[src/rtl/fft_stage_seq.sv]
// Sequencer for a pipelined radix-2 DIF FFT: drives per-stage butterfly selects, twiddle addresses and output framing.
// Define FFT_SEQ_BITREV_EN to report out_idx as the bit-reversed (natural-order bin) output counter.
module fft_stage_seq #(
  parameter int LOG2N   = 6,
  parameter int STG_LAT = 1
) (
  input  logic                         clk,
  input  logic                         rstn,
  input  logic                         start,
  input  logic                         in_valid,
  input  logic                         in_last,
  output logic                         ce,
  output logic [LOG2N-1:0]             bf_en,
  output logic [LOG2N*(LOG2N-1)-1:0]   tw_addr,
  output logic                         out_valid,
  output logic                         out_last,
  output logic [LOG2N-1:0]             out_idx,
  output logic                         busy,
  output logic                         frame_done,
  output logic                         ovf_err
);

  localparam int N  = 1 << LOG2N;
  localparam int TW = LOG2N - 1;
  localparam int LT = (N - 1) + LOG2N * STG_LAT;
  localparam int CW = $clog2(LT + 1);

  typedef enum logic [1:0] {IDLE, RUN, FLUSH} state_t;

  // Number of ce cycles before stage s starts consuming data.
  function automatic int stageOff(input int s);
    int acc;
    acc = 0;
    for (int j = 0; j < s; j++) acc += (N >> (j + 1)) + STG_LAT;
    return acc;
  endfunction

`ifdef FFT_SEQ_BITREV_EN
  function automatic logic [LOG2N-1:0] bitRev(input logic [LOG2N-1:0] x);
    logic [LOG2N-1:0] r;
    for (int i = 0; i < LOG2N; i++) r[i] = x[LOG2N-1-i];
    return r;
  endfunction
`endif

  state_t                  stateQ;
  logic [CW-1:0]           cntQ;
  logic [CW-1:0]           drainQ;
  logic [LOG2N-1:0]        outCntQ;
  logic [LOG2N-1:0]        kQ [LOG2N];

  logic                    ceD;
  logic                    outValidD;
  logic [LOG2N-1:0]        activeD;
  logic [LOG2N-1:0]        bfEnD;
  logic [LOG2N*TW-1:0]     twAddrD;
  logic [LOG2N-1:0]        outIdxD;

  // The cntQ/kQ values seen here belong to the cycle being processed; they advance after it.
  always_comb begin
    ceD     = 1'b0;
    activeD = '0;
    bfEnD   = '0;
    twAddrD = '0;
    unique case (stateQ)
      RUN:     ceD = in_valid;
      FLUSH:   ceD = 1'b1;
      default: ceD = 1'b0;
    endcase
    for (int s = 0; s < LOG2N; s++) begin
      activeD[s] = (stateQ != IDLE) && (int'(cntQ) >= stageOff(s));
      if (activeD[s]) begin
        bfEnD[s] = kQ[s][LOG2N-1-s];
        twAddrD[s*TW +: TW] = TW'((kQ[s] & LOG2N'((N >> (s + 1)) - 1)) << s);
      end
    end
    outValidD = ceD && (cntQ == CW'(LT));
`ifdef FFT_SEQ_BITREV_EN
    outIdxD = bitRev(outCntQ);
`else
    outIdxD = outCntQ;
`endif
  end

  always_ff @(posedge clk) begin
    if (rstn) begin
      stateQ     <= IDLE;
      cntQ       <= '0;
      drainQ     <= '0;
      outCntQ    <= '0;
      for (int s = 0; s < LOG2N; s++) kQ[s] <= '0;
      ce         <= 1'b0;
      bf_en      <= '0;
      tw_addr    <= '0;
      out_valid  <= 1'b0;
      out_last   <= 1'b0;
      out_idx    <= '0;
      busy       <= 1'b0;
      frame_done <= 1'b0;
      ovf_err    <= 1'b0;
    end else begin
      ce         <= ceD;
      bf_en      <= bfEnD;
      tw_addr    <= twAddrD;
      out_valid  <= outValidD;
      out_last   <= outValidD && (outCntQ == LOG2N'(N - 1));
      out_idx    <= outValidD ? outIdxD : '0;
      frame_done <= 1'b0;

      // cntQ saturates at LT: every stage offset is below it, so no further counting matters.
      if (ceD && (cntQ != CW'(LT))) cntQ <= cntQ + 1'b1;
      if (outValidD) outCntQ <= outCntQ + 1'b1;
      for (int s = 0; s < LOG2N; s++) begin
        if (stateQ == IDLE) kQ[s] <= '0;
        else if (ceD && activeD[s]) kQ[s] <= kQ[s] + 1'b1;
      end

      unique case (stateQ)
        IDLE: begin
          cntQ    <= '0;
          outCntQ <= '0;
          busy    <= start;
          if (start) begin
            stateQ  <= RUN;
            ovf_err <= in_valid;
          end else if (in_valid) begin
            ovf_err <= 1'b1;
          end
        end
        RUN: begin
          busy <= 1'b1;
          if (in_valid && in_last) begin
            stateQ <= FLUSH;
            drainQ <= '0;
            if (kQ[0] != LOG2N'(N - 1)) ovf_err <= 1'b1;
          end
        end
        FLUSH: begin
          if (in_valid) ovf_err <= 1'b1;
          if (drainQ == CW'(LT - 1)) begin
            stateQ     <= IDLE;
            busy       <= 1'b0;
            frame_done <= 1'b1;
          end else begin
            drainQ <= drainQ + 1'b1;
            busy   <= 1'b1;
          end
        end
        default: begin
          stateQ <= IDLE;
          busy   <= 1'b0;
        end
      endcase
    end
  end

endmodule

[config.mk]
export PLATFORM = sky130hd
export DESIGN_NAME = fft_stage_seq
export DESIGN_NICKNAME = d
export VERILOG_FILES = /design/src/rtl/fft_stage_seq.sv
export SDC_FILE = /design/constraint.sdc
export NUM_CORES = 1
export LEC_CHECK = 0
export CAP_MARGIN = 20
export CORE_MARGIN = 3
export CORE_UTILIZATION = 30
export CTS_BUF_LIST = sky130_fd_sc_hd__clkbuf_8
export DETAILED_ROUTE_END_ITERATION = 10
export GPL_TIMING_DRIVEN = 1
export PLACE_DENSITY = 0.52
export RECOVER_POWER = 25
export SYNTH_ARGS = -nofsm -noshare
export SYNTH_HDL_FRONTEND = slang
export SYNTH_SLANG_ARGS = --single-unit
[constraint.sdc]
create_clock -name clk -period 5.5 [get_ports clk]
set_input_delay 0.55 -clock clk [delete_from_list [all_inputs] [get_ports clk]]
set_output_delay 0.55 -clock clk [all_outputs]
set_load 0.1 [all_outputs]
---- Word-level counts from Yosys, hierarchy flattened ----
Memories as Yosys holds them, arrays and structs flattened.
Index checks and enable logic that the tools add are counted.
word-level totals
  bits in writable memories ............... 36
  ROM bits ................................ 0
  memories kept ........................... 1
  flip-flop bits (word level) ............. 70
  latch bits .............................. 0
  word-level logic and storage cells ...... 163
cells by class
  $mul .................................... 0
  $lt $le $gt $ge ......................... 5
  add/subtract/negate cells ............... 9
  equality and inequality tests ........... 12
  div/mod/pow operators ................... 0
  reduce and logical (&&, ||, !) cells .... 31
  shift-type cells ........................ 0
  mux-type cells .......................... 61
  bitwise operators ....................... 20
memories
  memory  words  width  read ports  clocked after Yosys merged registers in  wr ports  RTL line  text
  kQ      6      6      6           0                                        6         50        logic [LOG2N-1:0] kQ [LOG2N];
operators by type and width
  kind                 count
  $mux 6               12
  $add 6x1->6 const B  7
  $mux 1               35
  $ge 7x6->1 const B   3
  $mux 5               4
  $reduce_or 2->1      9
  $logic_and 1x1->1    15
  $add 7x1->7 const B  2
  $eq 7x7->1 const B   2
  $ge 7x7->1 const B   2
  $mux 7               2
  $pmux 7 s2           1
  $or 1x1->1           12
  $ne 2x2->1 const B   5
  $reduce_and 3->1     3
  $not 1->1            8
  $ne 7x7->1 const B   1
  $eq 6x6->1 const B   1
  $mux 2               3
  $ne 6x6->1 const B   1
  $pmux 1 s3           2
  $pmux 2 s3           1
  $reduce_bool 2->1    2
  $reduce_bool 3->1    1
  4 further kinds      4

---- Longest topological paths before layout ----
Gate-level depths: netlist (run 1).
  depth in word-level cells ............... 8
  depth in mapped cells ................... 8

---- Least setup slack after synthesis (run 1) ----
Ideal clock, no wire load.
  path type ............................... register -> register
  start point ............................. register cntQ[1]
  end point ............................... memory kQ[1][4] (netlist: kQ[0][10]), enable pin
  setup slack ............................. 3.633 ns
  cell stages (with the launch flop) ...... 7
  data required time ...................... 5.220 ns
  arrival time ............................ 1.587 ns
  cells stage by stage .................... dfxtp_1 > inv_1 > ha_1 > or4_4 > o31ai_4 > a21oi_1 > nand2b_1
RTL lines
  item                      RTL line  text
  start: declaration        47        logic [CW-1:0] cntQ;
  start signal: assignment  111       if (ceD && (cntQ != CW'(LT))) cntQ <= cntQ + 1'b1;
  end: declaration          50

==> flow_summary.json, run 1 <==
{
  "outcome": "completed",
  "synth-xor-area-share_pct": 5.111,
  "yosys_register_bits": 76,
  "synth_ff_type": "dfxtp_1",
  "grt_usage_pct": 10.53,
  "drive_gt1_share_pct": 6.596,
  "area_delta_synth_final_pct": 17.96,
  "endpoint_kind": "register",
  "crit_top_cell": "nor2_1",
  "ctsRootBufferMaster": "clkbuf_8",
  "drtPass1Iterations": 4,
  "antenna_cells": 0,
  "ios": 53,
  "remaining_drc_errors": 0,
  "drv_cap": 0,
  "min_path_type": "reg -> reg",
  "synth-simple-area-share_pct": 21.25,
  "final_cell_mix": "dfxtp_1, nor2_1, clkdlybuf4s50_1, and2_1, edfxtp_1",
  "max-vdd-ir-drop_mv": 0.1170,
  "critPathMaxStageDelay_ps": 750,
  "tightest_slew_ps": 969.4,
  "grt_max_degree": 21,
  "rows": 38,
  "numCtsBuffers": 9,
  "dp_cells": 503,
  "drt-vias-per-instance": 4.617,
  "mostFrequentLayoutCell": "dfxtp_1",
  "final_max_slew_viol_count": 0,
  "fmax_mhz": 329.7,
  "async_flop_share_pct": 0,
  "holdBufCountCts": 0,
  "fin_cells": 519,
  "drtIter0Drc": 119,
  "wirelength_mm": 6.373,
  "p_switching_w": 0.0004102,
  "wl_per_cell_um": 12.28,
  "grt_pass1_wl_mm": 10.86,
  "clock_latency_ps": 360,
  "rsz0062_at_grt": "no",
  "ys_types": 53,
  "finalSetupTns_ps": 0,
  "slew-limit-headroom_pct": 35.17,
  "synthAdderAreaFrac_pct": 5.476,
  "clockBufferDepth": 2,
  "rr_worst_depth": 7,
  "crit_chain": "dlygate4sd3_1 -> nor2_1 -> clkbuf_1 -> nand3_1 -> or2_2 -> nor2_1",
  "synth_compound_area_share_pct": 10.04,
  "syn_inst": 336,
  "antenna_found_initial": 0,
  "grt_pass1_vias": 2308,
  "startpoint_type": "input pin",
  "leakagePower_nw": 1.540,
  "p_int_w": 0.0008724,
  "synth_top_area_share_pct": 32.13,
  "synth_seq_area_share_pct": 50.53,
  "final_nets": 394,
  "fin_area_um2": 4043,
  "synth.cell_area_um2": 3427,
  "grt_overflow_total": 0,
  "antenna_left": 0,
  "required_ps": 5720,
  "pre_cts_ws_ps": 2790,
  "yosys_warnings": 0,
  "hold_depth": 1,
  "coreArea_um2": 10980,
  "portBuffers": 37,
  "cts_resized": 0,
  "setup_viol": 0,
  "yosys-top-cells-area": "dfxtp_1, edfxtp_1, ha_1",
  "critPathKind": "in -> reg",
  "comb_power_share_pct": 17.5,
  "start_util_pct": 31.20,
  "swShare_pct": 31.98,
  "skew_ps": 13.79,
  "dieArea_um2": 12740,
  "cts_tree": "done",
  "cp.arrival_ps": 3250,
  "globalplace.congestion": 0.7786,
  "synth_edf_count": 21,
  "post-cts-setup-buffers": 0,
  "fin_crit_ps": 3033,
  "cp_slowest_cell": "dlygate4sd3_1",
  "pwr-share-clk_pct": 32.7,
  "clkTransAtPathRegs_ps": 80,
  "worst_slack_ps": 2467,
  "synth_top_family_by_area": "simple AND/OR/NAND/NOR gates",
  "cts.sinks": 76,
  "die_x_um": 112.9,
  "syn_area_per_cell_um2": 10.20,
  "power.density_nw_per_um2": 317.3,
  "worstPathMaxFanout": 20,
  "yosysTopAreaCell": "dfxtp_1",
  "min_period_over_period_pct": 55.15,
  "synth_mux_area_share_pct": 0.5842,
  "hold_violations": 0,
  "chipHeight_um": 112.9,
  "placed_area_um2": 3860,
  "seqPwrFrac_pct": 49.8,
  "post-dp-hpwl_mm": 4.447,
  "vias": 2396,
  "htree_levels": 3
}
-- path summary, 6_finish.rpt --
path                                start          end  slack, ps
worst max-delay path                 rstn    kQ[0][15]       2470
worst max register to register  stateQ[0]    kQ[0][15]       2680
worst min-delay path            kQ[0][19]  tw_addr[19]        500
worst min register to register  kQ[0][19]  tw_addr[19]        500
-- power by group through the flow --
stage	Combinational, W	Sequential, W	Clock, W
2_1_floorplan	0.000160	0.000684	0
3_3_place_gp	0.000225	0.000650	0
3_5_place_dp	0.000226	0.000651	0
4_1_cts	0.000228	0.000638	0.000434
5_1_grt	0.000243	0.000644	0.000462
6_report	0.000224	0.000638	0.000420
-- critical path: cells and delay by family --
family	cells	cell delay, ps
buffers and inverters	2	1430
and+or+nand+nor	4	1280
-- cell usage after synthesis, types with 2 or more instances --
cell type	instances
o21ai_0	9
and3_1	11
o211ai_1	2
a311oi_1	2
xnor2_1	8
or2_2	2
or3_1	6
a21oi_1	11
clkbuf_1	4
nand3b_1	2
or4_1	2
and2_1	25
dfxtp_1	55
edfxtp_1	21
buf_4	16
nand2_1	13
buf_6	2
inv_1	17
xor2_1	12
ha_1	15
mux2i_1	2
a31oi_1	2
o2111ai_1	4
nor2_1	40
o21a_1	2
a211oi_1	2
nand4_1	5
buf_2	3
a22oi_1	2
nand2b_1	3
nand3_1	11
and4_1	2
nor3_1	3
-- area by class of cell --
type,count,area [um^2]
fillers,1105,6940
flip-flops and latches,76,1732
multi-input cells,232,1506
repair buffers,38,374.1
well taps,140,175.2
clock buffers,9,123.9
clock inverters,7,67.56
inverters,17,63.81
-- per-stage QoR --
stage / total power [W] / hold slack, ps / utilization [%]
after floorplan: 0.0008435 / 452.6 / -
after detailed placement: 0.0008779 / 483.5 / 35.14
final: 0.001283 / 501.5 / 36.81
after global routing: 0.001350 / 520.9 / 36.81
after CTS: 0.001300 / 502.5 / 36.89
after global placement: 0.0008758 / 476.9 / 35.14
-- cell families (layout without fill, tap and decap cells) --
| logic type | after synthesis | after routing |
|---|---|---|
| AND/OR/NAND/NOR | 132 | 132 |
| AO/OA/AOI/OAI | 48 | 48 |
| other | 1 | 15 |
| flip-flops | 76 | 76 |
| buffers and inverters | 42 | 71 |
| XOR/XNOR | 20 | 20 |
| adder cells (fa/ha/maj) | 15 | 15 |
| multiplexers | 2 | 2 |
-- sequential cells by signal, indices dropped and copies added (netlist names) --
signal	flops
drainQ	7
outCntQ	6
bf_en	6
ce	1
out_last	1
tw_addr	15
stateQ	2
out_idx	6
kQ	21
busy	1
cntQ	7
ovf_err	1
out_valid	1
frame_done	1
-- per-layer routing --
layer / routed length (um) / vias up / track usage (%)
met5: 0 / - / 0
met4: 127 / 0 / 4.407
met3: 333 / 13 / 3.155
met2: 2989 / 56 / 17.06
met1: 2923 / 1112 / 13.07
li1: - / 1215 / -
Note: power is estimated with default switching activity, not from simulation.
==> inputs of run 2 (changes only) <==
--- a/config.mk
+++ b/config.mk
@@ -11,7 +11,7 @@
 export CTS_BUF_LIST = sky130_fd_sc_hd__clkbuf_8
 export DETAILED_ROUTE_END_ITERATION = 10
 export GPL_TIMING_DRIVEN = 1
-export PLACE_DENSITY = 0.52
+export PLACE_DENSITY = 0.53
 export RECOVER_POWER = 25
 export SYNTH_ARGS = -nofsm -noshare
 export SYNTH_HDL_FRONTEND = slang
==> constraint.sdc (replaced) <==
create_clock -name clk -period 2.6 [get_ports clk]
set_input_delay 0.26 -clock clk [delete_from_list [all_inputs] [get_ports clk]]
set_output_delay 0.26 -clock clk [all_outputs]
set_load 0.1 [all_outputs]
==> run 2 against run 1 <==
Net effect:
- combinational power increased by 120%
- final cell count increased by 1.2%
- sequential power increased by 110%
- hold slack got worse by 11 ps
- sequential share of layout area increased by 1.3 points
- power increased by 120%
- cell area decreased by 3.0%
- clock skew about the same
- highest routed layer unchanged
==> flow_summary.json, run 2 (synthesis gave the netlist of run 1 again) <==
{
  "holdBufCountCts": 0,
  "vias": 2366,
  "clockBufferDepth": 2,
  "outcome": "completed",
  "slew-limit-headroom_pct": 22.32,
  "fin_crit_ps": 2046,
  "rows": 38,
  "final_max_slew_viol_count": 0,
  "max-vdd-ir-drop_mv": 0.2521,
  "min_period_over_period_pct": 78.70,
  "drtIter0Drc": 78,
  "chipHeight_um": 112.9,
  "ios": 53,
  "hold_depth": 1,
  "rsz0062_at_grt": "no",
  "cts.sinks": 76,
  "grt_max_degree": 20,
  "ctsRootBufferMaster": "clkbuf_8",
  "top_regs": "kQ x21, tw_addr x15",
  "top_register": "kQ",
  "wl_per_cell_um": 12.29,
  "mostFrequentLayoutCell": "dfxtp_1",
  "tightest_slew_ps": 1170,
  "rr_worst_depth": 6,
  "hold_slack_ps": 490.7,
  "antenna_left": 0,
  "critPathKind": "reg -> reg",
  "numCtsBuffers": 9,
  "antenna_found_initial": 0,
  "wirelength_mm": 6.453,
  "drv_cap": 0,
  "antenna_cells": 0,
  "area_delta_synth_final_pct": 14.42,
  "grt_usage_pct": 10.95,
  "post-dp-hpwl_mm": 4.678,
  "reg2reg_slack_ps": 550,
  "start_util_pct": 31.20,
  "endpoint_kind": "register",
  "htree_levels": 3,
  "setup_viol": 0,
  "r2r_start": "cntQ[1]",
  "hp-start": "kQ[0][19]",
  "seqPwrFrac_pct": 47.8,
  "coreArea_um2": 10980,
  "globalplace.congestion": 0.7889,
  "p_switching_w": 0.0008467,
  "remaining_drc_errors": 0,
  "fill_cells": 1137,
  "portBuffers": 37,
  "final_cell_mix": "dfxtp_1, nor2_1, clkbuf_1, and2_1, edfxtp_1",
  "clock_latency_ps": 350,
  "fmax_mhz": 488.7,
  "worstPathMaxFanout": 7,
  "placed_area_um2": 3822,
  "grt_pass1_wl_mm": 11.17,
  "critPathMaxStageDelay_ps": 440,
  "post-cts-setup-buffers": 0,
  "comb_power_share_pct": 17.4,
  "grt-busiest-layer": "met2",
  "startpoint_type": "register",
  "drive_gt1_share_pct": 8.831,
  "grt_overflow_total": 0,
  "required_ps": 2660,
  "drt-vias-per-instance": 4.507,
  "use_met3_pct": 3.369,
  "drtPass1Iterations": 4,
  "grt_use_met1_pct": 13.13,
  "cpLargestDelayFamily": "simple AND/OR/NAND/NOR gates",
  "whs_endpoint": "tw_addr[19]",
  "swShare_pct": 29.97,
  "cp_slowest_cell": "dfxtp_1",
  "reg2reg_to": "kQ[0][8]",
  "largest_reg_flops": 21,
  "skew_ps": 13.61,
  "met2_usage_pct": 17.85,
  "leakagePower_nw": 1.526,
  "crit_chain": "inv_1 -> ha_1 -> or4_4 -> o31ai_4 -> a21oi_1 -> nand2b_1",
  "min_path_type": "reg -> reg",
  "power.density_nw_per_um2": 720.4,
  "final_nets": 400,
  "pwr-share-clk_pct": 34.8,
  "finalSetupTns_ps": 0,
  "hold_violations": 0,
  "cp.arrival_ps": 2110,
  "fin_area_um2": 3921,
  "power_w": 0.002825,
  "cp.buffers_inverters": 1,
  "grt_pass1_vias": 2388,
  "die_x_um": 112.9,
  "cts_resized": 0,
  "final_util_pct": 35.70,
  "p_int_w": 0.001978,
  "cts_tree": "done",
  "clkTransAtPathRegs_ps": 80,
  "dieArea_um2": 12740
}
[run 2: cell count changes in the layout (fill, tap and decap cells not counted)]
cell	change
and2_0	-2
and2_1	+2
buf_4	+8
bufinv_16	+1
clkbuf_1	+31
clkbuf_8	+1
clkdlybuf4s50_1	-31
clkinv_1	-1
clkinvlp_4	-1
dlygate4sd3_1	-2
inv_1	+1
inv_6	-1
nand3_1	-1
nand3_2	+1
[run 2: layout make-up]
type / instances / area (um^2) / share of cell area [%]
inverters: 17 / 63.81 / 1.627
clock inverters: 6 / 81.33 / 2.074
clock buffers: 10 / 137.6 / 3.510
well taps: 140 / 175.2 / 4.467
multi-input cells: 232 / 1511 / 38.55
repair buffers: 44 / 220.2 / 5.616
flip-flops and latches: 76 / 1732 / 44.16
[run 2: power by group through the flow]
stage                     sequential (W)  combinational [W]  clock [W]
after floorplan                  0.00145           0.000338          0
after CTS                        0.00135           0.000504    0.00102
after global placement           0.00138           0.000499          0
after global routing             0.00136           0.000539    0.00108
after detailed placement         0.00138           0.000500          0
final                            0.00135           0.000492   0.000982
[run 2: worst max path at each step]
stage,start,end,slack [ps],cells past startpoint
final,cntQ[1],kQ[0][8],550,6
after global routing,stateQ[0],kQ[0][19],400,5
after CTS,cntQ[1],kQ[0][6],550,6
after detailed placement,in_valid,kQ[0][18],490,4
after global placement,in_valid,kQ[0][19],590,4
after floorplan,cntQ[1],kQ[0][10],730,6
[run 2: worst register-to-register path, stage by stage (launching register included)]
cell and delay [ps]:
dfxtp_1 440, inv_1 90, ha_1 220, or4_4 430, o31ai_4 230, a21oi_1 100
nand2b_1 250
[run 2: per-stage QoR]
step	worst slack [ps]	std cells
4_1_cts	546.9	525
6_report	553.9	525
2_1_floorplan	733.3	350
5_1_grt	395.3	525
3_3_place_gp	591.9	509
3_5_place_dp	485.6	509
[run 2: per-layer routing]
layer  wire, um  part of all wire [%]
met4        138                   2.1
met5          0                     0
met3        308                   4.8
met2       3044                    47
met1       2962                    46
==> inputs of run 3 (changes only) <==
==> constraint.sdc (replaced) <==
create_clock -name clk -period 1.65 [get_ports clk]
set_input_delay 0.165 -clock clk [delete_from_list [all_inputs] [get_ports clk]]
set_output_delay 0.165 -clock clk [all_outputs]
set_load 0.1 [all_outputs]
==> run 3 against run 2 <==
Net effect:
- the run now ends with negative setup slack left
- final cell count increased by 7.8%
- flip-flop and latch count unchanged
- clock power increased by 53%
- setup slack got worse by 640 ps
- sequential power increased by 59%
- die area unchanged
- first-iteration DRC count decreased by 3.8%
- clock skew decreased by 1.7 ps
- non-clock buffer count increased by 41
- core utilization increased by 5.5 points
- register-to-register slack got worse by 640 ps
- power increased by 65%
==> flow_summary.json, run 3 (synthesis gave the netlist of run 1 again) <==
{
  "coreArea_um2": 10980,
  "drv_cap": 0,
  "drtIter0Drc": 75,
  "remaining_drc_errors": 0,
  "final_nets": 441,
  "setup_viol": 23,
  "finalSetupTns_ps": -1395,
  "rr_worst_depth": 6,
  "dp_cells": 546,
  "endpoint_kind": "register",
  "grt_pass1_wl_mm": 11.92,
  "rows": 38,
  "cp.arrival_ps": 1820,
  "register_area_um2": 1747,
  "antenna_cells": 0,
  "htree_levels": 3,
  "clkTransAtPathRegs_ps": 80,
  "cts_tree": "done",
  "hold_violations": 0,
  "grt_pass1_vias": 2517,
  "area_delta_synth_final_pct": 31.98,
  "ios": 53,
  "worst_slack_ps": -84.73,
  "clockBufferDepth": 2,
  "die_x_um": 112.9,
  "r2r_start": "cntQ[0]",
  "min_path_type": "reg -> reg",
  "clock_latency_ps": 340,
  "leakagePower_nw": 1.860,
  "final_max_slew_viol_count": 0,
  "fill_cells": 1070,
  "rsz0062_at_grt": "yes",
  "wl_per_cell_um": 12.45,
  "max-vdd-ir-drop_mv": 0.5757,
  "antenna_found_initial": 0,
  "skew_ps": 11.92,
  "wirelength_mm": 7.047,
  "top_regs": "kQ x21, tw_addr x15",
  "reg2reg_to": "kQ[0][14]",
  "startpoint_type": "register",
  "antenna_left": 0,
  "multi_input_area_um2": 1703,
  "post-dp-hpwl_mm": 4.989,
  "reg2reg_slack_ps": -80,
  "worstPathMaxFanout": 5,
  "drtPass1Iterations": 4,
  "startpoint": "cntQ[0]",
  "portBuffers": 37,
  "required_ps": 1730,
  "cts.sinks": 76,
  "fmax_mhz": 576.5,
  "drt-vias-per-instance": 4.505,
  "critPathKind": "reg -> reg",
  "fin_cells": 566,
  "vias": 2550,
  "numCtsBuffers": 9,
  "violations": "negative setup slack",
  "fin_crit_ps": 1735,
  "start_util_pct": 31.20,
  "largest_reg_flops": 21,
  "dieArea_um2": 12740,
  "cp-endpoint": "kQ[0][14]",
  "grt_overflow_total": 0,
  "mostFrequentLayoutCell": "dfxtp_1",
  "power.density_nw_per_um2": 1029,
  "slew-limit-headroom_pct": 63.36,
  "ctsRootBufferMaster": "clkbuf_8",
  "holdBufCountCts": 0,
  "top_register": "kQ",
  "grt_max_degree": 14,
  "tightest_slew_ps": 552.0,
  "final_cell_mix": "dfxtp_1, buf_4, nor2_1, and2_1, clkbuf_2",
  "drive_gt1_share_pct": 33.10,
  "outcome": "finished with violations",
  "min_period_over_period_pct": 105.1,
  "globalplace.congestion": 0.8438,
  "grt_usage_pct": 11.38,
  "chipHeight_um": 112.9
}
==> run 3: cell types whose count changed in the layout (fill, tap and decap cells not counted), sizes merged <==
cell    delta
buf       +49
clkbuf     -9
clkinv     +1
==> run 3: final cells by class <==
cell class	instances	area share, %
sequential	76	38.62
multi-input combinational	232	37.65
timing repair buffer	85	13.64
tap	140	3.873
clock buffer	9	2.739
clock inverter	7	1.909
inverter	17	1.577
==> run 3: worst min path at each step <==
stage               cells after the start        from  slack [ps]          end
floorplan                               2        rstn         340      cntQ[5]
global placement                        1   kQ[0][19]         470  tw_addr[19]
detailed placement                      1   kQ[0][19]         480  tw_addr[19]
CTS                                     1  outCntQ[5]         500   out_idx[5]
global route                            1   kQ[0][19]         510  tw_addr[19]
finish                                  1   kQ[0][19]         490  tw_addr[19]
==> run 3: report_power, final <==
group,switching [W],internal [W],leakage (nW)
clock network,0.000661,0.000839,0.116
registers,0.0000963,0.00204,0.692
logic,0.000654,0.000365,1.05
total,0.00141,0.00324,1.86
==> run 3: stage by stage <==
stage	worst slack (ps)	hold slack (ps)	util [%]	instance area, um^2	power [W]
CTS	-84.37	497.2	42.78	4698	0.004721
floorplan	-62.63	341.0	-	3502	0.002821
detailed placement	-101.7	484.0	39.66	4355	0.003136
finish	-84.73	494.8	41.18	4523	0.004655
global placement	-107.9	470.6	39.66	4355	0.003132
global route	-169.6	514.5	41.18	4523	0.004898
==> run 3: repair_timing <==
action                     in CTS  in global routing
resized for setup              30                 20
cloned                          0                  1
setup buffers                   1                  3
pin swaps                      13                  9
setup endpoints to repair      65                 54
==> run 3: routing by layer <==
layer,global-route usage (%),vias up,share of wire [%]
li1,-,1311,-
met1,14.76,1185,47
met2,18.13,45,48
met3,2.781,9,3.5
met4,4.808,0,1.5
met5,0,-,0
==> run 3: worst max-delay path, cell delays in order (launching register included) <==
cell and delay [ps]:
dfxtp_4 390, inv_2 40, ha_1 170, or4_1 450
a31oi_4 220, or2_4 170, nor2_1 50
